===== config.mk =====
export PLATFORM = sky130hd
export DESIGN_NAME = rpn_sequencer
export DESIGN_NICKNAME = d
export VERILOG_FILES = /design/src/rtl/rpn_pkg.sv /design/src/rtl/rpn_alu.sv /design/src/rtl/rpn_sequencer.sv
export SDC_FILE = /design/constraint.sdc
export NUM_CORES = 1
export LEC_CHECK = 0
export CAP_MARGIN = 20
export CELL_PAD_IN_SITES_DETAIL_PLACEMENT = 2
export CELL_PAD_IN_SITES_GLOBAL_PLACEMENT = 2
export CORE_ASPECT_RATIO = 1.2
export CORE_MARGIN = 2
export CORE_UTILIZATION = 30
export DETAILED_ROUTE_END_ITERATION = 8
export PLACE_DENSITY = 0.8
export SYNTH_ARGS = -nofsm -noshare
export SYNTH_HDL_FRONTEND = slang
export SYNTH_HIERARCHICAL = 1
export SYNTH_SLANG_ARGS = --single-unit

===== constraint.sdc =====
create_clock -name clk -period 2.1 [get_ports clk]
set_clock_uncertainty 0.1 [all_clocks]
set_input_delay 0.42 -clock clk [delete_from_list [all_inputs] [get_ports clk]]
set_output_delay 0.42 -clock clk [all_outputs]
set_load 0.01 [all_outputs]

===== src/rtl/rpn_pkg.sv =====
// rpn_pkg: opcode and FSM state enums plus default sizing shared by the RPN sequencer and its ALU.
package rpn_pkg;
  localparam int DW_DEF = 4;
  localparam int DEPTH_DEF = 8;
  typedef enum logic [2:0] {OP_LIT, OP_ADD, OP_SUB, OP_AND, OP_OR, OP_XOR, OP_DROP, OP_CLR} op_t;
  typedef enum logic [2:0] {S_IDLE, S_POP_B, S_CAP_B, S_POP_A, S_CAP_A, S_PUSH} state_t;
endpackage


===== src/rtl/rpn_alu.sv =====
// rpn_alu: combinational binary operator for the RPN sequencer; carry/borrow output exists only under RPN_CARRY_EN.
module rpn_alu import rpn_pkg::*; #(
  parameter int DW = DW_DEF
) (
  input  logic [DW-1:0] a,
  input  logic [DW-1:0] b,
  input  op_t           op,
`ifdef RPN_CARRY_EN
  output logic          carry,
`endif
  output logic [DW-1:0] y
);
`ifdef RPN_CARRY_EN
  logic [DW:0] sum, dif;
  assign sum = {1'b0, a} + {1'b0, b};
  assign dif = {1'b0, a} - {1'b0, b};
  // dif[DW] is the borrow of a-b
  assign carry = op == OP_ADD ? sum[DW] : dif[DW];
`else
  logic [DW-1:0] sum, dif;
  assign sum = a + b;
  assign dif = a - b;
`endif
  assign y = op == OP_ADD ? sum[DW-1:0] :
             op == OP_SUB ? dif[DW-1:0] :
             op == OP_AND ? a & b :
             op == OP_OR  ? a | b : a ^ b;
endmodule


===== src/rtl/rpn_sequencer.sv =====
// rpn_sequencer: token-driven RPN sequencer mastering an edge-sensitive hardware stack.
// Optional RPN_CARRY_EN adds a carry/borrow output updated by ADD and SUB.
module rpn_sequencer import rpn_pkg::*; #(
  parameter int DW = DW_DEF,
  parameter int DEPTH = DEPTH_DEF
) (
  input  logic                         clk,
  input  logic                         rst_n,
  input  logic                         tok_valid,
  output logic                         tok_ready,
  input  logic [2:0]                   tok_op,
  input  logic [DW-1:0]                tok_data,
  output logic                         stk_push,
  output logic                         stk_pop,
  output logic [DW-1:0]                stk_wdata,
  input  logic [DW-1:0]                stk_rdata,
  output logic [$clog2(DEPTH+1)-1:0]   depth,
  output logic [DW-1:0]                result,
  output logic                         err_ovf,
  output logic                         err_unf,
`ifdef RPN_CARRY_EN
  output logic                         carry,
`endif
  output logic                         busy
);
  localparam int AW = $clog2(DEPTH+1);
  localparam logic [AW-1:0] FULL = AW'(DEPTH);
  state_t state, state_n;
  op_t op_q, op_in;
  logic [DW-1:0] b_q, y;
  logic acc, is_bin, bin_ok, drop_ok, ovf_set, unf_set, clr;
`ifdef RPN_CARRY_EN
  logic c_alu;
`endif
  // the second operand is the live pop data, so the result is ready at the end of CAP_A
  rpn_alu #(.DW(DW)) u_alu (
    .a(stk_rdata),
    .b(b_q),
    .op(op_q),
`ifdef RPN_CARRY_EN
    .carry(c_alu),
`endif
    .y(y)
  );
  always_comb begin
    op_in = op_t'(tok_op);
    acc = tok_valid & tok_ready;
    is_bin = op_in inside {OP_ADD, OP_SUB, OP_AND, OP_OR, OP_XOR};
    bin_ok = depth >= AW'(2);
    drop_ok = depth != '0;
    ovf_set = acc & (op_in == OP_LIT) & (depth == FULL);
    unf_set = acc & ((is_bin & !bin_ok) | ((op_in == OP_DROP) & !drop_ok));
    clr = acc & (op_in == OP_CLR);
    state_n = state;
    case (state)
      S_IDLE:  state_n = !acc ? S_IDLE :
                         (op_in == OP_LIT && depth != FULL) ? S_PUSH :
                         ((is_bin && bin_ok) || (op_in == OP_DROP && drop_ok)) ? S_POP_B : S_IDLE;
      S_POP_B: state_n = S_CAP_B;
      S_CAP_B: state_n = op_q == OP_DROP ? S_IDLE : S_POP_A;
      S_POP_A: state_n = S_CAP_A;
      S_CAP_A: state_n = S_PUSH;
      default: state_n = S_IDLE;
    endcase
  end
  always_ff @(posedge clk or negedge rst_n) begin
    if (!rst_n) begin
      state <= S_IDLE;
      op_q <= OP_LIT;
      b_q <= '0;
      tok_ready <= 1'b1;
      busy <= 1'b0;
      stk_push <= 1'b0;
      stk_pop <= 1'b0;
      stk_wdata <= '0;
      depth <= '0;
      result <= '0;
      err_ovf <= 1'b0;
      err_unf <= 1'b0;
`ifdef RPN_CARRY_EN
      carry <= 1'b0;
`endif
    end else begin
      state <= state_n;
      tok_ready <= state_n == S_IDLE;
      busy <= state_n != S_IDLE;
      stk_push <= state_n == S_PUSH;
      stk_pop <= state_n == S_POP_B || state_n == S_POP_A;
      if (acc) op_q <= op_in;
      if (state == S_CAP_B) b_q <= stk_rdata;
      if (acc && op_in == OP_LIT) stk_wdata <= tok_data;
      if (state == S_CAP_A) begin
        stk_wdata <= y;
        result <= y;
`ifdef RPN_CARRY_EN
        if (op_q inside {OP_ADD, OP_SUB}) carry <= c_alu;
`endif
      end
      if (state == S_PUSH) depth <= depth + AW'(1);
      else if (state == S_POP_B || state == S_POP_A) depth <= depth - AW'(1);
      err_ovf <= !clr & (err_ovf | ovf_set);
      err_unf <= !clr & (err_unf | unf_set);
    end
  end
endmodule


# After elaboration in Yosys (flattened, before gate mapping)
# Index checks and enable logic that the tools add are counted.
dict set report totals {
  reg_bits 28
  input_bits 14
  output_inout_bits 18
  elab_cells 85
}
dict set report op_classes {
  n_addsub 4
  n_lt_le_gt_ge 1
  eq_ne 22
  muxes 13
  bitwise 15
  n_reduce_logical 18
}
# cell count
set op_table {}
lappend op_table {{$mux W4} 8}
lappend op_table {{$eq A3 B3 Y1 const B} 9}
lappend op_table {{$eq A3 B2 Y1 const B} 7}
lappend op_table {{$pmux W3 S5} 1}
lappend op_table {{$eq A3 B1 Y1 const B} 4}
lappend op_table {{$and A1 B1 Y1} 9}
lappend op_table {{$logic_not A3 Y1} 3}
lappend op_table {{$mux W3} 2}
lappend op_table {{$reduce_bool A5 Y1} 1}
lappend op_table {{$add A4 B1 Y4 const B} 1}
lappend op_table {{$add A4 B4 Y4} 1}
lappend op_table {{$and A4 B4 Y4} 1}
lappend op_table {{$eq A4 B4 Y1 const B} 1}
lappend op_table {{$ge A4 B2 Y1 const B} 1}
lappend op_table {{$logic_and A1 B1 Y1} 4}
lappend op_table {{$ne A4 B4 Y1 const B} 1}
lappend op_table {{$or A4 B4 Y4} 1}
lappend op_table {{$reduce_bool A2 Y1} 2}
lappend op_table {{$reduce_bool A4 Y1} 1}
lappend op_table {{$sub A4 B1 Y4 const B} 1}
lappend op_table {{$sub A4 B4 Y4} 1}
lappend op_table {{$xor A4 B4 Y4} 1}
lappend op_table {{$logic_not A1 Y1} 3}
lappend op_table {{$logic_or A1 B1 Y1} 3}
lappend op_table {{4 further kinds} 6}

# Depth between registers and ports, before layout
dict set report logic_depth {
  ltp_word 10
  mapped_depth 8
  depth_no_buf 8
}

# Cells and area by module
# The synthesis kept the hierarchy.
# module instances cells_per_inst area_per_inst_um2 seq_area_each_um2
set modules_own_cells {}
lappend modules_own_cells {rpn_sequencer 1 117 1331.3 701.9}
lappend modules_own_cells {rpn_alu 1 63 494.2 0.0}

# Least setup slack after synthesis
# Ideal clock, no wire load.
dict set report synth_timing {
  path_type {flip-flop to flip-flop}
  startpoint {reg state[1]}
  endpoint {reg depth[3]}
  setup_ns 0.079
  arrival_ns 1.755
  t_required_ns 1.921
  path_slack_ns 0.166
  path_stages_with_launch 9
  path_buffers 1
  period_less_slack_ns 1.934
  path_cell_list {dfrtp_1 > clkbuf_1 > inv_1 > nand3_1 > ha_1 > a21o_2 > a21oi_1 > mux2i_1 > xor2_1}
}
dict set report synth_between {
  elab_chain_len 3
  elab_cells_between_ends 6
  cone_classes {3 x eq/ne; 1 x mux; 2 x reduce/logical}
}
# element line_no
set synth_rtl {}
lappend synth_rtl {{start: declaration} rpn_sequencer.sv:28} ;# state_t state, state_n;
lappend synth_rtl {{start signal: assignment} rpn_sequencer.sv:84} ;# state <= state_n;
lappend synth_rtl {{$eq A3 B1 Y1 / $eq A3 B2 Y1 (equally long branches)} rpn_sequencer.sv:100} ;# else if (state == S_POP_B || state == S_POP_A) depth <= depth - AW'(1);
lappend synth_rtl {{$logic_or A1 B1 Y1} rpn_sequencer.sv:100}
lappend synth_rtl {{$reduce_bool A2 Y1 (no source line)} -}
lappend synth_rtl {{end signal: assignment} rpn_sequencer.sv:99} ;# if (state == S_PUSH) depth <= depth + AW'(1);
lappend synth_rtl {{end signal: assignment} rpn_sequencer.sv:100}
lappend synth_rtl {{end: declaration} rpn_sequencer.sv:17} ;# output logic [$clog2(DEPTH+1)-1:0] depth,
# Several ways; a longest one is shown, not always the timed one.
# A chain may end at the register's enable or synchronous reset.

# Worst setup path in the final report
dict set report layout_timing {
  startpoint {in stk_rdata[1]}
  endpoint {reg stk_wdata[2]}
}
dict set report layout_between {
  elab_chain_len 4
  elab_cells_between_ends 5
  cone_classes {2 x add/sub; 3 x mux}
}
# element line_no
set layout_rtl {}
lappend layout_rtl {{start: declaration} rpn_sequencer.sv:16} ;# input logic [DW-1:0] stk_rdata,
lappend layout_rtl {{$sub A4 B4 Y4} rpn_alu.sv:22} ;# assign dif = a - b;
lappend layout_rtl {{$mux W4} rpn_alu.sv:25} ;# op == OP_SUB ? dif[DW-1:0] :
lappend layout_rtl {{$mux W4 *} rpn_alu.sv:24} ;# assign y = op == OP_ADD ? sum[DW-1:0] :
lappend layout_rtl {{via y[2]} rpn_sequencer.sv:30} ;# logic [DW-1:0] b_q, y;
lappend layout_rtl {{$mux W4 *} rpn_sequencer.sv:92} ;# if (state == S_CAP_A) begin
lappend layout_rtl {{end signal: assignment} rpn_sequencer.sv:91} ;# if (acc && op_in == OP_LIT) stk_wdata <= tok_data;
lappend layout_rtl {{end signal: assignment} rpn_sequencer.sv:93} ;# stk_wdata <= y;
lappend layout_rtl {{end: declaration} rpn_sequencer.sv:15} ;# output logic [DW-1:0] stk_wdata,
# Mark *: on every way through the listed nets, which the timed path passes. The rest lies on a longest branch.

==> results summary <==
Counting along the longest clock path gives a buffer depth of 2. In this run the critical register-to-register path is launched from depth[0]. Once placement completed, the tool counted placed cells totaling 310. The clock edge transition at the registers on the reported setup and hold paths is 100 ps. The critical path goes through clkdlybuf4s50_1 -> inv_2 -> buf_4 -> fa_2 -> a221oi_2 -> o22ai_1 -> nand2_1 -> o21ai_0. The tool flagged a number of max-cap violations equal to 0.

The worst path needs 2020 ps of the cycle, external delays included. The area share of the largest cell type after synthesis came out at 37.0%. For this run, the leading register cell type out of synthesis is sky130_fd_sc_hd__dfrtp_1. The cell count of the worst hold path came out at 2.

Among cell families on the critical path, the largest total delay comes from buffers and inverters. Routability-driven placement finished with a final weighted congestion of 0.786. The start-to-end type of the worst setup path is input port to register. The worst setup path is captured at a register. The area growth from synthesis to layout came out at 36.3%. Counting flops with an async set or reset pin after synthesis yields a share of 100%. The number of buffers inserted by port buffering is 31. The first-pass detailed-route iteration total came out at 4. Yosys printed 6 warnings. The vertical die dimension is 89.5 um. Clock latency on the worst-skew pair, taken at its later pin, is 280 ps. After synthesis, the netlist uses 46 different library cells. From left edge to right edge, the die measures 75.2 um.

The first global-routing pass estimated 8.28 mm of wire. The core utilization of the finished layout is 41.6%. TritonCTS built the clock tree. The initial antenna violation count came out at 0.

The synthesis-stage register bit count is 28. The post-synthesis cell area is 1830 sq um. Summed over all instances, the cell type with the most area after synthesis is sky130_fd_sc_hd__dfrtp_1. The logic depth of the worst path, buffers included came out at 8. In this run the standard cell core region covers 5970 sq um. Summed over all layers, the routed wires come to 5.08 mm. Of all nets on the critical path, the largest fanout is 2.

The path class of the tightest hold or removal check is input port to register. By count the netlist is led by sky130_fd_sc_hd__dfrtp_1, sky130_fd_sc_hd__nand2_1, sky130_fd_sc_hd__inv_1, sky130_fd_sc_hd__ha_1, sky130_fd_sc_hd__nor2_1. The worst slew margin relative to its limit is 71.9%.

The setup slack of the critical path after layout came out at 78.6 ps. For the worst setup path, the data arrival time is 2090 ps. The critical path starts at stk_rdata[1].

The share of the cycle needed by the critical path after routing came out at 96.3%. The die covers 6730 sq um. The total grt overflow is 0.

The number of rows created at floorplan came out at 31. The number of buffers and inverters on the critical path is 3. After synthesis, the cell types taking the most area are sky130_fd_sc_hd__dfrtp_1, sky130_fd_sc_hd__ha_1, sky130_fd_sc_hd__mux2_2, sky130_fd_sc_hd__nand2_1, sky130_fd_sc_hd__inv_1.

The estimated wirelength of the detail-placed design is 3.95 mm. In this run the number of H-tree levels came out at 1. The initial standard-cell utilization of the core came out at 30.6%. In the post-synthesis netlist, the cell with the most instances is sky130_fd_sc_hd__dfrtp_1. The via count of the first global-routing pass is 1742. The quantity of hold-fixing buffers added after cts came out at 0. The post-detailed-route DRC marker count came out at 0. The number of hold-slack violations in the final timing report is 0. The maximum cell stage delay along the critical path is 510 ps. The number of buffers added by the clock tree synthesis step came out at 3. Summed over all cells, the static leakage comes to 1.13 nW. The max-slew violation count is 0. The proportion of synthesized chip area in sequential cells came out at 38.5%.

The start point of the worst min-delay path is stk_rdata[0]. Data on the critical path is required at its endpoint by 2170 ps. The iteration-0 DRC count of the detailed router is 42. The total number of vias is 1560.

The minimum setup slack after placement came out at -311 ps. For this run, the post-layout net count is 263. Setup total negative slack on the finished layout was measured at 0 ps.

The cell sitting at the root of the clock tree is a sky130_fd_sc_hd__clkbuf_8. The average cell area after synthesis is 10.1 sq um. The post-route netlist has 25.9% of its cells at a drive strength greater than 1.

Entering global routing, the biggest net connects 29 pins. Timing would allow up to 495 MHz. The global-route total usage across every layer is 16.1%.

The number of failing setup endpoints in the final timing report is 0. The worst setup path is launched from an input port. The slowest stage of the critical path is the sky130_fd_sc_hd__clkdlybuf4s50_1 cell. Setup repair after global routing left no endpoint under its margin. The number of diodes added for antenna fixing came out at 0.

The filler cell count is 667. For the pin with the worst max-slew slack, the measured transition is 421 ps. The post-detailed-route via-to-cell ratio is 4.97. In this run the remaining antenna-violating nets after routing total 0. The number of synthesized flops with an enable pin came out at 0.

During I/O placement, the number of pins put on the boundary was 32. The clock sink total is 28. The instance count of the mapped netlist came out at 180. The count of cells in the finished layout, fillers not included, comes to 314. The worst-case vdd ir drop is 0.000633 V. The flow ran to the end, and the final reports show no timing, DRC or antenna violations. Synthesis produced a netlist with a net count of 210.

Dividing total power by cell area gives a power density of 1490 nW/um^2. The worst reg2reg path depth came out at 4. The detailed-route wire length per cell came out at 16.2 um.
==> cell usage in the layout, fill, tap and decap left out, drive strengths merged, types with 2 or more instances in the layout <==
master	n
clkdlybuf4s50	30
nand3	5
mux2	9
xor2	3
and3	2
clkbuf	3
a21oi	9
a221oi	5
inv	17
o21ai	10
and2	2
o311a	2
fa	3
or4b	3
ha	13
nand2b	2
dfrtp	27
o21bai	3
nor4	2
nand2	18
nor2	12
buf	23
o311ai	2
mux2i	5
a21o	2
nor3	2
o22ai	3
==> worst register-to-register path, cell delays in order, from the launching register on <==
cell and delay (ps):
sky130_fd_sc_hd__dfrtp_1 460, sky130_fd_sc_hd__or4b_4 590, sky130_fd_sc_hd__a2111oi_4 320, sky130_fd_sc_hd__o41a_2 230
sky130_fd_sc_hd__and3_1 160
==> stage by stage <==
step                      hold slack, ps  power, mW  area [sq um]
after floorplan                     24.4       2.35          1830
after global placement               368       3.12          2370
after detailed placement             388       3.21          2370
after CTS                            410       3.68          2440
after global routing                 370       4.04          2490
final                                368       3.71          2490
==> state kept, by name, summed over array words and instances (netlist names) <==
name	flops
depth	4
op_q	3
state	3
b_q	4
stk_wdata	4
err_unf	1
err_ovf	1
tok_ready	1
stk_pop	1
stk_push	1
result	4
busy	1
==> power by group <==
part	switching [mW]	internal (mW)	leakage (nW)
Sequential	0.290	0.809	0.338
Combinational	1.04	1.13	0.751
Clock	0.180	0.256	0.0357
Total	1.51	2.19	1.13
==> worst paths after layout <==
check / slack [ps] / end
setup reg to reg: 200 / tok_ready
hold / removal: 370 / b_q[0]
hold reg to reg: 400 / result[2]
setup / recovery: 80 / stk_wdata[2]
min in group asynchronous: 430 / b_q[0]
max in group asynchronous: 1150 / tok_ready
==> final cells by class <==
cell class	instances	area, sq um	share of cell area (%)
multi-input cells	129	1060	42.7
flip-flops and latches	28	702	28.2
repair buffers	54	485	19.5
well taps	82	103	4.12
clock buffers	3	41.3	1.66
clock inverters	1	30.0	1.21
inverters	17	63.8	2.57
==> per-layer routing <==
metal	GRT usage (%)	routed length [um]	up-vias
met3	2.14	98	4
met5	0	0	-
met1	19.0	2210	786
met2	31.2	2750	20
met4	1.91	23	0
li1	-	-	750
==> timing repair <==
item                                    CTS  global route
setup buffers                             0             0
endpoints found under the setup margin    0             7
gates resized for setup                   0            11
==> kinds of logic after synthesis <==
kind of cell	Yosys count	share of synthesized area, %
buffers and inverters	23	5.96
AO/OA/AOI/OAI	45	19.1
multiplexers	14	8.29
flip-flops	28	38.5
XOR/XNOR	4	1.92
adder cells (fa/ha/maj)	16	12.2
AND/OR/NAND/NOR	50	14.1
No activity file was read; power rests on OpenSTA's default activity.
